`config.mk`:
```
export PLATFORM = sky130hd
export DESIGN_NAME = lsu_ld_ctrl
export DESIGN_NICKNAME = d
export VERILOG_FILES = /design/src/rtl/lsu_pkg.sv /design/src/rtl/lsu_ld_addr_gen.sv /design/src/rtl/lsu_ld_ctrl.sv
export SDC_FILE = /design/constraint.sdc
export NUM_CORES = 1
export LEC_CHECK = 0
export CORE_UTILIZATION = 55
export DETAILED_ROUTE_END_ITERATION = 8
export DONT_BUFFER_PORTS = 1
export PLACE_DENSITY = 0.76
export SLEW_MARGIN = 0
export SYNTH_ARGS = -nofsm -noshare
export SYNTH_HDL_FRONTEND = slang
export SYNTH_SLANG_ARGS = --single-unit
```
`constraint.sdc`:
```
create_clock -name clk -period 4.7 [get_ports clk]
set_input_delay 0.47 -clock clk [delete_from_list [all_inputs] [get_ports clk]]
set_output_delay 0.47 -clock clk [all_outputs]
set_load 0.05 [all_outputs]
```
`src/rtl/lsu_pkg.sv`:
```
// LSU shared definitions: AXI read constants, stride decode
// and the load-controller state encoding.
package lsu_pkg;

    localparam logic [2:0] SIZE_8B    = 3'b011;
    localparam logic [1:0] BURST_INCR = 2'b01;

    localparam logic [2:0] STR_16  = 3'd0;
    localparam logic [2:0] STR_32  = 3'd1;
    localparam logic [2:0] STR_64  = 3'd2;
    localparam logic [2:0] STR_128 = 3'd3;
    localparam logic [2:0] STR_256 = 3'd4;

    typedef enum logic [1:0] {
        IDLE = 2'd0,
        RUN  = 2'd1,
        DONE = 2'd2
    } ld_state_e;

    // Reserved codes fall back to the 16-byte stride.
    function automatic logic [8:0] stride_bytes(
        input logic [2:0] code
    );
        logic [8:0] s;
        s = 9'd16;
        case (code)
            STR_32:  s = 9'd32;
            STR_64:  s = 9'd64;
            STR_128: s = 9'd128;
            STR_256: s = 9'd256;
            default: s = 9'd16;
        endcase
        return s;
    endfunction

    function automatic logic stride_bad(
        input logic [2:0] code
    );
        return code > STR_256;
    endfunction

endpackage

```
`src/rtl/lsu_ld_addr_gen.sv`:
```
// Row request generator: issued-row count, strided row address
// and the rows-in-flight limit on the AR channel.
module lsu_ld_addr_gen
    import lsu_pkg::*;
#(
    parameter int ADDR_W = 10,
    parameter int OUTST  = 4
) (
    input  logic              clk,
    input  logic              rst_n,
    input  logic              start,
    input  logic [ADDR_W-1:0] start_addr,
    input  logic [8:0]        stride,
    input  logic [3:0]        rows,
    input  logic              run,
    input  logic              row_done,
    input  logic              ar_rdy,
    output logic              ar_vld,
    output logic [ADDR_W-1:0] ar_addr,
    output logic [7:0]        ar_id
);

    logic [3:0] issued;
    logic [3:0] inflight;
    logic       ar_fire;

    assign ar_vld  = run && (issued < rows)
                  && (inflight < 4'(OUTST));
    assign ar_fire = ar_vld && ar_rdy;
    assign ar_id   = {4'b0, issued};

    always_ff @(posedge clk) begin
        if (!rst_n) begin
            issued   <= '0;
            inflight <= '0;
            ar_addr  <= '0;
        end else if (start) begin
            issued   <= '0;
            inflight <= '0;
            ar_addr  <= start_addr;
        end else begin
            if (ar_fire) begin
                issued  <= issued + 4'd1;
                ar_addr <= ar_addr + ADDR_W'(stride);
            end
            // Simultaneous issue and retire cancel out.
            case ({ar_fire, row_done})
                2'b10:   inflight <= inflight + 4'd1;
                2'b01:   inflight <= inflight - 4'd1;
                default: inflight <= inflight;
            endcase
        end
    end

endmodule

```
`src/rtl/lsu_ld_ctrl.sv`:
```
// Strided load controller: one AXI read burst per row, each
// returned beat written into the local operand buffer.
module lsu_ld_ctrl
    import lsu_pkg::*;
#(
    parameter int ADDR_W = 10,
    parameter int DATA_W = 64,
    parameter int BUF_AW = 6,
    parameter int OUTST  = 4
) (
    input  logic              clk,
    input  logic              rst_n,
    input  logic              cmd_vld,
    output logic              cmd_rdy,
    input  logic [ADDR_W-1:0] cmd_addr,
    input  logic [3:0]        cmd_rows,
    input  logic [7:0]        cmd_len,
    input  logic [2:0]        cmd_str,
    input  logic [BUF_AW-1:0] cmd_buf_base,
    output logic [7:0]        lsu_axi_arid,
    output logic [ADDR_W-1:0] lsu_axi_araddr,
    output logic [7:0]        lsu_axi_arlen,
    output logic [2:0]        lsu_axi_arsize,
    output logic [1:0]        lsu_axi_arburst,
    output logic [2:0]        lsu_axi_arstr,
    output logic              lsu_axi_arvld,
    input  logic              axi_lsu_arrdy,
    input  logic [7:0]        axi_lsu_rid,
    input  logic [DATA_W-1:0] axi_lsu_rdata,
    input  logic [1:0]        axi_lsu_rresp,
    input  logic              axi_lsu_rlast,
    input  logic              axi_lsu_rvld,
    output logic              lsu_axi_rrdy,
    output logic              buf_wen,
    output logic [BUF_AW-1:0] buf_waddr,
    output logic [DATA_W-1:0] buf_wdata,
    output logic              busy,
    output logic              ld_done,
    output logic              ld_err
);

    ld_state_e         state_q, state_d;
    logic [3:0]        rows_q;
    logic [7:0]        len_q;
    logic [2:0]        str_q;
    logic [8:0]        stride_q;
    logic [3:0]        rx_row;
    logic [7:0]        beat_cnt;
    logic [BUF_AW-1:0] wptr;

    logic cmd_acc;
    logic beat_run;
    logic row_end;
    logic last_row;
    logic beat_err;

    assign lsu_axi_rrdy    = 1'b1;
    assign lsu_axi_arsize  = SIZE_8B;
    assign lsu_axi_arburst = BURST_INCR;
    assign lsu_axi_arlen   = len_q;
    assign lsu_axi_arstr   = str_q;

    assign cmd_acc  = cmd_vld && cmd_rdy;
    // Beats outside RUN are stale and simply drained.
    assign beat_run = axi_lsu_rvld && lsu_axi_rrdy
                   && (state_q == RUN);
    assign row_end  = beat_run && (beat_cnt == len_q);
    assign last_row = (rx_row == rows_q - 4'd1);

    assign beat_err = (axi_lsu_rresp != 2'b00)
        || (axi_lsu_rlast && (beat_cnt < len_q))
        || (!axi_lsu_rlast && (beat_cnt == len_q))
        || (axi_lsu_rid != {4'b0, rx_row});

    lsu_ld_addr_gen #(
        .ADDR_W (ADDR_W),
        .OUTST  (OUTST)
    ) u_addr_gen (
        .clk        (clk),
        .rst_n      (rst_n),
        .start      (cmd_acc),
        .start_addr (cmd_addr),
        .stride     (stride_q),
        .rows       (rows_q),
        .run        (state_q == RUN),
        .row_done   (row_end),
        .ar_rdy     (axi_lsu_arrdy),
        .ar_vld     (lsu_axi_arvld),
        .ar_addr    (lsu_axi_araddr),
        .ar_id      (lsu_axi_arid)
    );

    always_comb begin
        state_d = state_q;
        cmd_rdy = 1'b0;
        busy    = 1'b0;
        ld_done = 1'b0;
        unique case (state_q)
            IDLE: begin
                cmd_rdy = 1'b1;
                if (cmd_vld)
                    state_d = (cmd_rows == 4'd0) ? DONE : RUN;
            end
            RUN: begin
                busy = 1'b1;
                if (row_end && last_row)
                    state_d = DONE;
            end
            DONE: begin
                busy    = 1'b1;
                ld_done = 1'b1;
                state_d = IDLE;
            end
            default: state_d = IDLE;
        endcase
    end

    always_ff @(posedge clk) begin
        if (!rst_n) begin
            state_q   <= IDLE;
            rows_q    <= '0;
            len_q     <= '0;
            str_q     <= '0;
            stride_q  <= '0;
            rx_row    <= '0;
            beat_cnt  <= '0;
            wptr      <= '0;
            ld_err    <= 1'b0;
            buf_wen   <= 1'b0;
            buf_waddr <= '0;
            buf_wdata <= '0;
        end else begin
            state_q <= state_d;
            buf_wen <= beat_run;
            if (beat_run) begin
                buf_waddr <= wptr;
                buf_wdata <= axi_lsu_rdata;
            end
            if (cmd_acc) begin
                rows_q   <= cmd_rows;
                len_q    <= cmd_len;
                str_q    <= cmd_str;
                stride_q <= stride_bytes(cmd_str);
                ld_err   <= stride_bad(cmd_str);
                rx_row   <= '0;
                beat_cnt <= '0;
                wptr     <= cmd_buf_base;
            end else if (beat_run) begin
                wptr <= wptr + 1'b1;
                if (beat_err)
                    ld_err <= 1'b1;
                // Row length, not rlast, decides completion.
                if (row_end) begin
                    beat_cnt <= '0;
                    rx_row   <= rx_row + 4'd1;
                end else begin
                    beat_cnt <= beat_cnt + 8'd1;
                end
            end
        end
    end

endmodule
```
## After elaboration in Yosys (flattened, before gate mapping)

Cells that the tools add are included.

- Register bits: 134
- Output and inout bits: 111

- Add/subtract/negate cells: 8
- Magnitude comparators: 4
- Equal/unequal tests: 13
- Multiplexer cells: 17
- Bitwise gates (word level): 1
- Reductions and logical operators: 25

Operators by type and width:

| operator | number |
|---|---|
| one-hot mux 9 bit (4 select lines) | 1 |
| two-way mux 10 bit | 2 |
| adder 4 x 1 -> 4 bit (second input constant) | 3 |
| two-way mux 6 bit | 2 |
| adder 10 x 9 -> 10 bit | 1 |
| nonzero test 2 bit | 5 |
| logical AND 1 bit | 9 |
| adder 8 x 1 -> 8 bit (second input constant) | 1 |
| == test 8 bit | 1 |
| < comparator 8 bit | 1 |
| two-way mux 8 bit | 1 |
| inequality test 8 x 4 -> 1 bit | 1 |
| one-hot mux 4 bit (2 select lines) | 1 |
| subtractor 4 x 1 -> 4 bit (second input constant) | 2 |
| adder 6 x 1 -> 6 bit (second input constant) | 1 |
| == test 3 x 2 -> 1 bit (second input constant) | 2 |
| two-way mux 1 bit | 6 |
| two-way mux 2 bit | 3 |
| AND reduction 2 bit | 3 |
| == test 2 x 1 -> 1 bit (second input constant) | 2 |
| == test 2 bit (second input constant) | 2 |
| == test 4 bit | 1 |
| logical NOT 4 bit | 1 |
| < comparator 4 x 3 -> 1 bit (second input constant) | 1 |
| 11 further kinds | 15 |

## Longest topological paths before layout

- Depth after elaboration: 8
- Gate-level depth with buffers: 13
- Gate-level depth less buffers: 13

## Hierarchy

Synthesis repeated with hierarchy kept, for this count alone.

- Cell total of the unflattened synthesis: 725
- Area total of the unflattened synthesis: 5,890.6 sq um

By module, submodules not included:

| module | instances | cells each | area each (sq um) | seq. area each (sq um) |
|---|---|---|---|---|
| lsu_ld_ctrl | 1 | 560 | 4,514.3 | 2,242.2 |
| lsu_ld_addr_gen | 1 | 165 | 1,376.3 | 360.3 |

## Least setup slack after synthesis

No wires, ideal clock.

- Path type: reg2reg
- Start: reg len_q[5] (netlist: lsu_axi_arlen[5])
- End: reg u_addr_gen.inflight[3]
- Setup time: 0.070 ns
- Arrival time: 2.782 ns
- Required time: 4.630 ns
- Slack: 1.848 ns
- Cell stages (with the launch flop): 12
- Cells stage by stage: dfxtp_1 inv_1 ha_1 nand4_1 nor3_4 ha_1 ha_1 a21o_1 a21oi_1 xnor2_1 or3_1 a21oi_1

- Cells in the longest elaborated chain, start to end: 4

Ends and longest elaborated chain:

| element | line | text |
|---|---|---|
| start, declared | lsu_ld_ctrl.sv:44 | `logic [7:0] len_q;` |
| start signal, assigned | lsu_ld_ctrl.sv:141 | `len_q <= cmd_len;` |
| == test 8 bit * | lsu_ld_ctrl.sv:67 | `assign row_end = beat_run && (beat_cnt == len_q);` |
| logical AND 1 bit * | lsu_ld_ctrl.sv:67 |  |
| == test 2 x 1 -> 1 bit or == test 2 bit (tied branches) | lsu_ld_addr_gen.sv:47 | `case ({ar_fire, row_done})` |
| one-hot mux 4 bit (2 select lines) or nonzero test 2 bit (tied branches) | -- |  |
| end signal, assigned | lsu_ld_addr_gen.sv:48 | `2'b10: inflight <= inflight + 4'd1;` |
| end signal, assigned | lsu_ld_addr_gen.sv:49 | `2'b01: inflight <= inflight - 4'd1;` |
| end signal, assigned | lsu_ld_addr_gen.sv:50 | `default: inflight <= inflight;` |
| end, declared | lsu_ld_addr_gen.sv:24 | `logic [3:0] inflight;` |

Every way passes the cells marked *; elsewhere a longest branch is shown, timed or not.
A chain may end at the register's enable or synchronous reset.

## Worst setup path after layout

- Start: reg u_addr_gen.issued[1]
- End: reg u_addr_gen.inflight[3]

- Cells in the longest elaborated chain, start to end: 6

Ends and longest elaborated chain:

| element | line | text |
|---|---|---|
| start, declared | lsu_ld_addr_gen.sv:23 | `logic [3:0] issued;` |
| start signal, assigned | lsu_ld_addr_gen.sv:43 | `issued <= issued + 4'd1;` |
| < comparator 4 bit * | lsu_ld_addr_gen.sv:27 | `assign ar_vld = run && (issued < rows)` |
| logical AND 1 bit * | lsu_ld_addr_gen.sv:27 |  |
| logical AND 1 bit * | lsu_ld_addr_gen.sv:28 | `&& (inflight < 4'(OUTST));` |
| logical AND 1 bit * | lsu_ld_addr_gen.sv:29 | `assign ar_fire = ar_vld && ar_rdy;` |
| == test 2 x 1 -> 1 bit or == test 2 bit (tied branches) | lsu_ld_addr_gen.sv:47 |  |
| one-hot mux 4 bit (2 select lines) or nonzero test 2 bit (tied branches) | -- |  |

Marks and branches as above.

==> results.cfg <==
[run_status]
status = complete, no violations

[setup_path]
regToRegSetupSlack_ns = 1.48
cp_cell_sequence = ha_1, a211oi_2, o21a_2, inv_2, ha_1, ha_1, a21o_1, a21oi_1, xnor2_1, or3_1, a21oi_1
slowest_delay_ns = 0.72
reg2reg_to = u_addr_gen.inflight[3]$_SDFFE_PP0P_
required_ns = 5.13
crit_family = compound AO/OA/AOI/OAI gates
r2r_cells = 11
crit_start = u_addr_gen.issued[1]$_SDFFE_PP0P_
r2r-start = u_addr_gen.issued[1]$_SDFFE_PP0P_
cp.depth = 11
cp_slowest_cell = dfxtp_1
crit_path_end = u_addr_gen.inflight[3]$_SDFFE_PP0P_
endpoint_kind = flop
worst-path-max-fanout = 12
cp_num_buf_inv = 1
arrival_ns = 3.65
startpoint_type = flop
cpMostUsedCell = ha_1
crit_type = reg2reg

[logic_synthesis]
syn-instance-count = 692
synthDominantCellAreaShare_pct = 44.6
synth-seq-cells = 130
synth_most_common_cell = nand2_1
yosysWarningCount = 0
synth_edf_count = 0
yosysSeqAreaShare_pct = 44.6
yosys_most_used_dff = dfxtp_1
yosysTopAreaCell = dfxtp_1
synthTopCellsByCount = nand2_1 (202), dfxtp_1 (130), a21boi_0 (92), clkbuf_1 (29)
synthesis.area_mm2 = 0.00584
postSynthAreaPerCell_um2 = 8.44
yosysUniqueCellTypes = 47
synth_area_leaders = dfxtp_1 (45%), nand2_1 (13%), a21boi_0 (12%)
synthArstFlopShare_pct = 0

[drt]
drt_pass1_iterations = 4
ant_nets = 0
drt_wl_total_um = 13000
drtIter0Drc = 185
viasPerCell = 5.43
drc = 0
vias = 4460
wl_per_cell_um = 15.8

[timing]
rsz0062_at_grt = false
finClkSkew_ns = 0.0102
period_needed_ns = 3.22
worst_pin_slew_ns = 1.07
worst_hold_slack_ns = 0.0936
fin_crit_sh_pct = 68.6
slew_viol_final = 0
relSlewSlack_pct = 28.6
setup_viol = 0
fmax_mhz = 310
hold_violations = 0
fin_setup_tns_ns = 0

[clock_tree]
clkSinkCount = 130
cts_hold_buf = 0
clockBufferDepth = 2
clkSlewWorstSetupHoldPaths_ns = 0.06
cts_tree = done
htreeDepth = 4
cts_resized = 0
cts_buffers = 17
post_cts_buffers = 0
clk_latency_ns = 0.51
clockRootBuffer = clkbuf_8

[global_route]
grt_overflow = 0
grt_antenna_before_repair = 0
grt_pass1_wl_um = 20800
grt_pass1_vias = 4377
globalRouteTotalUtil_pct = 24.0
grt_max_degree = 113

[worst_hold_path]
min_path_type = in2reg
whs_path_depth = 1

[floorplan]
coreArea_mm2 = 0.0103
num_rows = 37
die_area_mm2 = 0.0110
die_x_um = 105
initial_core_util_pct = 56.6
pin_count = 222
die_h_um = 105

[power]
p_leak_nw = 2.40
ir_drop_mv = 0.202
power_per_cell_area_mw_per_mm2 = 477

[placed_design]
place_area_mm2 = 0.00583
gp_congestion = 0.816
port_buffers = 0
hpwlAfterDp_um = 8980
dp_cells = 789

[finish]
synthToLayoutAreaGrowth_pct = 10.0
num_antenna_cells = 0
final_nets = 812
final_cell_count_no_fill = 821
fin_area_mm2 = 0.00643
layout-drive-gt1-share_pct = 6.42

[flow_run]
cap_viol_max_count = 0
worst min-delay path by stage:
stage | from | to | slack, ns
final | rst_n | wptr[3]$_SDFFE_PN0P_ | 0.09
after global routing | axi_lsu_rdata[52] | buf_wdata[52]$_SDFFE_PN0P_ | 0.08
after CTS | rst_n | stride_q[6]$_SDFFE_PN0P_ | 0.07
after detailed placement | wptr[5]$_SDFFE_PN0P_ | buf_waddr[5]$_SDFFE_PN0P_ | 0.48
after global placement | stride_q[7]$_SDFFE_PN0P_ | stride_q[7]$_SDFFE_PN0P_ | 0.46
after floorplan | stride_q[7]$_SDFFE_PN0P_ | stride_q[7]$_SDFFE_PN0P_ | 0.44
power by group:
part | total (mW) | leakage [nW] | internal [mW] | switching, mW
Sequential | 1.42 | 1.06 | 1.17 | 0.246
Clock | 1.30 | 0.281 | 0.815 | 0.482
Combinational | 0.347 | 1.06 | 0.117 | 0.230
Total | 3.06 | 2.40 | 2.11 | 0.958
cell usage in the layout, fill, tap and decap left out, types with 2 or more instances in the layout:
master,Yosys,layout
nand2_1,202,200
dfxtp_1,130,130
a21boi_0,92,92
nor2_1,27,27
ha_1,27,27
inv_1,24,24
xor2_1,22,22
a21oi_1,17,17
clkbuf_16,0,16
o21ai_0,15,15
conb_1,2,10
xnor2_1,9,9
nand4_1,7,7
nand3_1,7,7
o211a_1,6,6
mux2i_1,5,5
nor2b_1,5,5
clkbuf_8,0,5
or3_1,4,4
clkinvlp_4,0,4
a21o_1,3,3
nor4_1,3,3
inv_6,0,3
buf_4,11,3
nand2_2,0,2
nand2b_1,2,2
o21a_1,2,2
nor3_1,2,2
a22oi_1,2,2
a31oi_1,2,2
a211oi_1,2,2
or2_2,2,2
and3_1,2,2
o2111ai_1,2,2
fa_1,2,2
bufinv_16,0,2
worst register-to-register path: stages (launching register included):
cell      delay (ns)
dfxtp_1         0.72
ha_1            0.35
a211oi_2        0.23
o21a_2          0.33
inv_2           0.08
ha_1            0.24
ha_1            0.28
a21o_1          0.18
a21oi_1         0.17
xnor2_1         0.09
or3_1           0.31
a21oi_1         0.14
kinds of logic (layout without fill, tap and decap cells):
logic type	count (synthesis)	after routing	synth area share [%]
buf+inv	75	60	5.66
compound gates	150	150	18.4
mux	5	5	0.857
flops	130	130	44.6
other cells	2	10	0.129
simple gates	270	270	19.2
fa+ha+maj	29	29	6.47
xor+xnor	31	31	4.65
layer usage:
metal,track usage (%),vias to the layer above,share of wire (%)
li1,-,2230,-
met4,11.1,0,2.3
met1,26.7,2044,41
met2,40.7,162,48
met5,0,-,0
met3,8.80,24,8.1
per-stage QoR:
stage / worst slack (ns) / util, % / power, mW
3_5_place_dp: 1.49 / 56.5 / 1.79
4_1_cts: 1.49 / 62.2 / 3.09
3_3_place_gp: 1.63 / 56.5 / 1.78
5_1_grt: 1.26 / 62.2 / 3.20
2_1_floorplan: 1.85 / - / 1.73
6_report: 1.48 / 62.2 / 3.06
final cells by class:
type | count | area [um2]
Fill cell | 873 | 3900
Multi-Input combinational cell | 495 | 2940
Sequential cell | 130 | 2600
Clock buffer | 22 | 473
Tap cell | 136 | 170
Clock inverter | 10 | 121
Inverter | 25 | 93.8
Timing Repair Buffer | 3 | 22.5
sequential cells by signal, summed over array words and instances, names as in the netlist, 5 cells and up:
name / flops
buf_wdata: 64
lsu_axi_arlen: 8
wptr: 6
beat_cnt: 8
u_addr_gen.ar_addr: 10
stride_q: 5
buf_waddr: 6
Note: power is estimated with default switching activity, not from simulation.
